## src/rtl/bcd_pkg.sv

```systemverilog
// Shared constants and 7-segment table for the serial BCD collector.
package bcd_pkg;

   localparam logic [6:0] SEG_BLANK = 7'b0000000;
   localparam logic [6:0] SEG_DASH  = 7'b1000000;
   localparam logic [3:0] BCD_MAX   = 4'd9;

   // Segment order {g,f,e,d,c,b,a}, active high; non-BCD nibbles show a dash.
   function automatic logic [6:0] seg_decode(input logic [3:0] nib);
      logic [6:0] seg;
      case (nib)
         4'd0:    seg = 7'b0111111;
         4'd1:    seg = 7'b0000110;
         4'd2:    seg = 7'b1011011;
         4'd3:    seg = 7'b1001111;
         4'd4:    seg = 7'b1100110;
         4'd5:    seg = 7'b1101101;
         4'd6:    seg = 7'b1111101;
         4'd7:    seg = 7'b0000111;
         4'd8:    seg = 7'b1111111;
         4'd9:    seg = 7'b1101111;
         default: seg = SEG_DASH;
      endcase
      return seg;
   endfunction

endpackage

```

## src/rtl/bcd_seg_decoder.sv

```systemverilog
// Combinational nibble to 7-segment decode feeding the Seg register.
module bcd_seg_decoder
   import bcd_pkg::*;
(
   input  logic [3:0] nibble,
   output logic [6:0] seg
);

   assign seg = seg_decode(nibble);

endmodule

```

## src/rtl/bcd_serial_collector.sv

```systemverilog
// Reassembles LSB-first serial BCD groups into digits, keeps a digit history,
// a saturating count of legal digits and the 7-segment pattern of the last nibble.
module bcd_serial_collector
   import bcd_pkg::*;
#(
   parameter int NDIG = 4,
   parameter int CNTW = 8
) (
   input  logic                Clk,
   input  logic                Rst,
   input  logic                Z,
   output logic [3:0]          Digit,
   output logic                DigitVld,
   output logic                DigitErr,
   output logic [6:0]          Seg,
   output logic [4*NDIG-1:0]   Digits,
   output logic [CNTW-1:0]     Count
);

   logic [1:0]        bit_idx;
   logic [2:0]        sh;
   logic [3:0]        nibble;
   logic              last_bit;
   logic              legal;
   logic [6:0]        seg_next;
   logic [4*NDIG-1:0] digits_next;

   assign last_bit = (bit_idx == 2'd3);
   assign nibble   = {Z, sh};
   assign legal    = (nibble <= BCD_MAX);

   bcd_seg_decoder u_seg_decoder (
      .nibble (nibble),
      .seg    (seg_next)
   );

   generate
      if (NDIG == 1) begin : g_hist_one
         assign digits_next = nibble;
      end else begin : g_hist_many
         assign digits_next = {Digits[4*NDIG-5:0], nibble};
      end
   endgenerate

   // The 4th bit is taken straight from Z, so the nibble completes on the same edge.
   always_ff @(posedge Clk or negedge Rst) begin
      if (!Rst) begin
         bit_idx  <= 2'd0;
         sh       <= 3'd0;
         Digit    <= 4'd0;
         DigitVld <= 1'b0;
         DigitErr <= 1'b0;
         Seg      <= SEG_BLANK;
         Digits   <= '0;
         Count    <= '0;
      end else begin
         DigitVld <= 1'b0;
         DigitErr <= 1'b0;
         bit_idx  <= bit_idx + 2'd1;
         if (!last_bit) begin
            sh[bit_idx] <= Z;
         end else begin
            Digit <= nibble;
            Seg   <= seg_next;
            if (legal) begin
               DigitVld <= 1'b1;
               Digits   <= digits_next;
               if (Count != '1)
                  Count <= Count + CNTW'(1);
            end else begin
               DigitErr <= 1'b1;
            end
         end
      end
   end

endmodule

```

## config.mk

```make
export PLATFORM = sky130hd
export DESIGN_NAME = bcd_serial_collector
export DESIGN_NICKNAME = d
export VERILOG_FILES = /design/src/rtl/bcd_pkg.sv /design/src/rtl/bcd_seg_decoder.sv /design/src/rtl/bcd_serial_collector.sv
export SDC_FILE = /design/constraint.sdc
export NUM_CORES = 1
export LEC_CHECK = 0
export CAP_MARGIN = 5
export CORE_ASPECT_RATIO = 1.1
export CORE_UTILIZATION = 35
export DETAILED_ROUTE_END_ITERATION = 10
export SETUP_SLACK_MARGIN = 0.05
export SLEW_MARGIN = 40
export SYNTH_ARGS = -nofsm -noshare
export SYNTH_HDL_FRONTEND = slang
export SYNTH_SLANG_ARGS = --single-unit
```

## constraint.sdc

```tcl
create_clock -name Clk -period 2.3 [get_ports Clk]
set_input_delay 0.46 -clock Clk [delete_from_list [all_inputs] [get_ports Clk]]
set_output_delay 0.46 -clock Clk [all_outputs]
set_load 0.01 [all_outputs]
```

# After elaboration in Yosys (flattened, before gate mapping)
# Memories as Yosys holds them, arrays and structs flattened. A register that Yosys moved wholly into a read port is not among the register bits.
# Cells that the tools add are included.
totals:
  register_bits: 35
  rom_bits: 112
  in_bits: 3
  output_inout_bits: 37
  elab_cells: 26
  memories: 1
op_classes:
  addsub: 2
  magnitude_cmp: 3
  n_eq_ne: 2
  n_mux: 7
  reduce_logical: 4
mem_list:
  columns: ["memory", "depth", "word_bits", "read_ports", "rd_ports_with_merged_regs", "write_ports", "line_no", "rtl"]
  rows:
  - ["(name not given)", 16, 7, 1, 1, 0, "bcd_pkg.sv:11", "case (nib)"]
ops:
  columns: ["cell", "n"]
  rows:
  - ["adder 8 x 1 -> 8 bit, second input constant", 1]
  - ["!= test 8 bit, second input constant", 1]
  - ["2-to-1 mux 1 bit", 5]
  - ["<= comparator 4 bit, second input constant", 1]
  - ["bitwise mux 3 bit", 1]
  - ["less-than comparator 2 x 3 -> 1 bit, second input constant", 1]
  - ["AND reduction 3 bit", 1]
  - ["adder 2 x 1 -> 2 bit, second input constant", 1]
  - ["demux 1 bit (select 2 bit)", 1]
  - ["== test 2 bit, second input constant", 1]
  - ["greater-or-equal comparator 2 x 1 -> 1 bit, second input constant", 1]
  - ["AND reduction 2 bit", 1]
  - ["logical AND 1 bit", 1]
  - ["zero test 1 bit", 1]

# Longest topological paths before layout
logic_depth:
  depth_word: 5
  mapped_depth: 7

# By module
# From an unflattened synthesis, not the netlist that was laid out.
unflattened:
  hier_cells: 154
  area_unflattened_um2: 1951.9
modules_own_cells:
  columns: ["module", "n_inst", "cells_each", "area_per_inst_um2"]
  rows:
  - ["bcd_serial_collector", 1, 124, 1704.1]
  - ["bcd_seg_decoder", 1, 30, 247.7]

# Worst setup path after synthesis
# OpenSTA, ideal clock, no wires.
synth_path:
  path_kind: "register to register"
  startpoint: "register sh[1]"
  endpoint: "register Digits[10]"
  setup_ns: 0.125
  arrival_time_ns: 1.732
  t_required_ns: 2.175
  slack_ns: 0.444
  path_stages_with_launch: 7
  path_cell_list: "dfrtp_1 -> inv_1 -> ha_1 -> o21ba_4 -> o21ai_2 -> buf_2 -> mux2_2"
synth_between:
  elab_chain_len: 2
synth_rtl:
  columns: ["item", "line_no", "rtl"]
  rows:
  - ["start, declared", "bcd_serial_collector.sv:21", "logic [2:0] sh;"]
  - ["start signal, assigned", "bcd_serial_collector.sv:49", "sh <= 3'd0;"]
  - ["start signal, assigned by index", "bcd_serial_collector.sv:61", "sh[bit_idx] <= Z;"]
  - ["<= comparator 4 bit", "bcd_serial_collector.sv:30", "assign legal = (nibble <= BCD_MAX);"]
  - ["AND reduction 2 bit (no source line)", null, null]
  - ["end signal, assigned", "bcd_serial_collector.sv:67", "Digits <= digits_next;"]
  - ["end, declared", "bcd_serial_collector.sv:16", "output logic [4*NDIG-1:0] Digits,"]
# No other way between the ends.
# A chain may end at the register's enable or synchronous reset.

# Final worst setup path
layout_path:
  startpoint: "register sh[0]"
  endpoint: "register Digits[12]"
# The elaborated chain is that of the path after synthesis.

==> flow_metrics.env <==
export IMPL_leakage_nw=1.12
export IMPL_grtUsageTotal_pct=13.9
export IMPL_dr_first_iter_drc_count=87
export IMPL_powerDensity_nw_per_um2=759
export IMPL_cp_end_kind="flop"
export IMPL_synth_cells=157
export IMPL_avgRoutedWirePerCell_um=13.5
export IMPL_core_area_um2=5070
export IMPL_rrSetupSlack_ns=0.24
export IMPL_skew_ns=0.0100
export IMPL_initial_core_util_pct=36.8
export IMPL_rsz0062_at_grt="no"
export IMPL_met3WireLength_um=143
export IMPL_synth_warnings=0
export IMPL_cts_buffer_depth=2
export IMPL_relSlewSlack_pct=71.7
export IMPL_numClockSinks=42
export IMPL_cts_root_buf="clkbuf_8"
export IMPL_ys_ff_latch=42
export IMPL_syn_area_per_cell_um2=11.9
export IMPL_wirelength_um=3550
export IMPL_max_vdd_ir_drop_uv=323
export IMPL_timing_final_crit_share_pct=89.4
export IMPL_finalHoldViolations=0
export IMPL_overflow=0
export IMPL_grt_pass1_vias=1288
export IMPL_clock_fmax_mhz=486
export IMPL_grt_max_degree=21
export IMPL_clkTransAtPathRegs_ns=0.09
export IMPL_arrival_ns=2.25
export IMPL_finalSetupViolations=0
export IMPL_grt_pass1_wl_um=6060
export IMPL_synth_area_um2=1870
export IMPL_met2WireLength_um=1740
export IMPL_holdWs_ns=0.0389
export IMPL_row_count=27
export IMPL_die_x_um=71.6
export IMPL_clock_latency_ns=0.30
export IMPL_gp_congestion=0.765
export IMPL_final_nets=219
export IMPL_cts_resized=0
export IMPL_htree_num_levels=2
export IMPL_period_minus_slack_ns=2.06
export IMPL_cts_hold_buffers=0
export IMPL_syn_nets=172
export IMPL_pre_cts_ws_ns=0.151
export IMPL_cts_tree="built"
export IMPL_cp_data_required_time_ns=2.50
export IMPL_dieArea_um2=5630
export IMPL_r2r_start="sh[0]$_DFFE_PN0P_"
export IMPL_met1_length_um=1610
export IMPL_antenna_found_initial=0
export IMPL_final_cell_area_um2=2450
export IMPL_crit_chain="inv_1, ha_1, o21ba_4, o21ai_4, buf_4, mux2_2"
export IMPL_drt_pass1_iter_count=4
export IMPL_place_hpwl_um=2650
export IMPL_synth_distinct_cells=28
export IMPL_io_pins=40
export IMPL_vias_per_cell=4.86
export IMPL_die_h_um=78.6
export IMPL_cp_slowest_cell="dfrtp_1"
export IMPL_cts_setup_buffers=0
export IMPL_outcome="complete, no violations"
export IMPL_route_detailed_drc=0
export IMPL_multi_input_area_um2=767
export IMPL_synthToLayoutAreaGrowth_pct=31.5
export IMPL_worst_slew_pin_slew_ns=0.421
export IMPL_synth_top_cell_by_area="dfrtp_1"
export IMPL_r2r_cells=6
export IMPL_startpoint_type="flop"
export IMPL_seq_area_um2=1050
export IMPL_worstHoldPathType="primary input to async pin"
export IMPL_yosys_top_cells_area="dfrtp_1 56%, mux2_2 11%, ha_1 8.0%, a21oi_1 3.0%, o21ai_0 2.7%"
export IMPL_synth_top_area_share_pct=56.3
export IMPL_yosysSeqAreaShare_pct=56.3
export IMPL_nFillCells=463
export IMPL_critical_path_class="flop to flop"
export IMPL_drv_slew=0
export IMPL_cap_violations=0
export IMPL_drive_gt1_share_pct=20.0
export IMPL_slowest_delay_ns=0.46
export IMPL_io_buffers=39
export IMPL_finalPower_mw=1.86
export IMPL_maxUsedRoutingLayer="met4"
export IMPL_postPlaceCellArea_um2=2350
export IMPL_cp_max_fo=12
export IMPL_diodes=0
export IMPL_reg2reg_to="Digits[12]$_DFFE_PN0P_"
export IMPL_ant_nets=0
export IMPL_setup_slack_ns=0.243
export IMPL_finalSetupTns_ns=0
export IMPL_numCtsBuffers=5
export IMPL_dr_total_vias=1279
==> kinds of logic after synthesis <==
group / synth area share [%]
and+or+nand+nor: 9.86
xor gates and xnor gates: 2.35
muxes: 12.3
DFF: 56.3
adders and majority gates: 8.05
buffers and inverters: 2.95
AOI/OAI and AO/OA: 8.18
==> layout make-up <==
class / instances / area share (%)
Inverter: 8 / 1.22
Multi-Input combinational cell: 101 / 31.3
Timing Repair Buffer: 46 / 17.9
Tap cell: 58 / 2.96
Clock buffer: 5 / 2.81
Clock inverter: 3 / 1.02
Sequential cell: 42 / 42.9
==> layout by cell type, fill, tap and decap left out, types with 5 or more instances in the layout <==
| cell type | Yosys | routed |
|---|---|---|
| a21oi_1 | 11 | 11 |
| ha_1 | 12 | 12 |
| dfrtp_1 | 42 | 42 |
| o21ai_0 | 10 | 10 |
| clkbuf_8 | 0 | 5 |
| clkdlybuf4s50_1 | 0 | 38 |
| nor2_1 | 11 | 11 |
| inv_1 | 7 | 7 |
| xor2_1 | 5 | 5 |
| nand2_1 | 9 | 9 |
| buf_4 | 0 | 7 |
| mux2_2 | 19 | 19 |
==> layer usage <==
metal  up-vias  track usage (%)
met5         -                0
met4         0             5.29
met3         6             3.85
met2        33             22.9
met1       610             17.3
li1        630                -
==> how the worst max path moves through the flow <==
stage / startpoint / to / slack [ns] / depth (start not counted)
after floorplan: sh[1]$_DFFE_PN0P_ / Digits[10]$_DFFE_PN0P_ / 0.44 / 6
after global placement: sh[0]$_DFFE_PN0P_ / Digits[14]$_DFFE_PN0P_ / 0.23 / 6
after detailed placement: sh[0]$_DFFE_PN0P_ / Digits[13]$_DFFE_PN0P_ / 0.15 / 6
after CTS: sh[0]$_DFFE_PN0P_ / Digits[13]$_DFFE_PN0P_ / 0.16 / 6
after global routing: sh[0]$_DFFE_PN0P_ / Digits[9]$_DFFE_PN0P_ / 0.13 / 6
final: sh[0]$_DFFE_PN0P_ / Digits[12]$_DFFE_PN0P_ / 0.24 / 6
==> Yosys cell counts, drive strengths merged <==
cell and n:
dfrtp 42, mux2 20, ha 12, a21oi 11
nor2 11, o21ai 11, nand2 9, inv 8
xor2 5, clkbuf 4, nand3 4, nor3 4
nand2b 3, buf 2, nor4 2, a211oi 1
a22o 1, a31oi 1, and3 1, nor2b 1
nor3b 1, o21ba 1, or2 1, or3 1
==> power by group <==
| part | switching, mW | internal [mW] | total [mW] |
|---|---|---|---|
| combinational | 0.175 | 0.261 | 0.435 |
| sequential | 0.0929 | 0.843 | 0.936 |
| clock | 0.270 | 0.219 | 0.489 |
| total | 0.538 | 1.32 | 1.86 |
==> per-stage QoR <==
| stage | cells | util [%] |
|---|---|---|
| 3_5_place_dp | 255 | 46.4 |
| 2_1_floorplan | 157 | - |
| 6_report | 263 | 48.4 |
| 5_1_grt | 263 | 48.4 |
| 3_3_place_gp | 255 | 46.4 |
| 4_1_cts | 263 | 48.2 |
==> registers in the layout, indices dropped and copies added (netlist names) <==
signal    count
Digits       16
Count         8
Seg           7
Digit         4
sh            3
bit_idx       2
DigitErr      1
DigitVld      1
==> worst max-delay path, delay by kind of cell (launching register included) <==
kind,cells,cell delay (ns)
AO/OA/AOI/OAI,2,0.43
adder cells (fa/ha/maj),1,0.27
buffers and inverters,2,0.43
flip-flops,1,0.46
multiplexers,1,0.35
No activity file was read; power rests on OpenSTA's default activity.
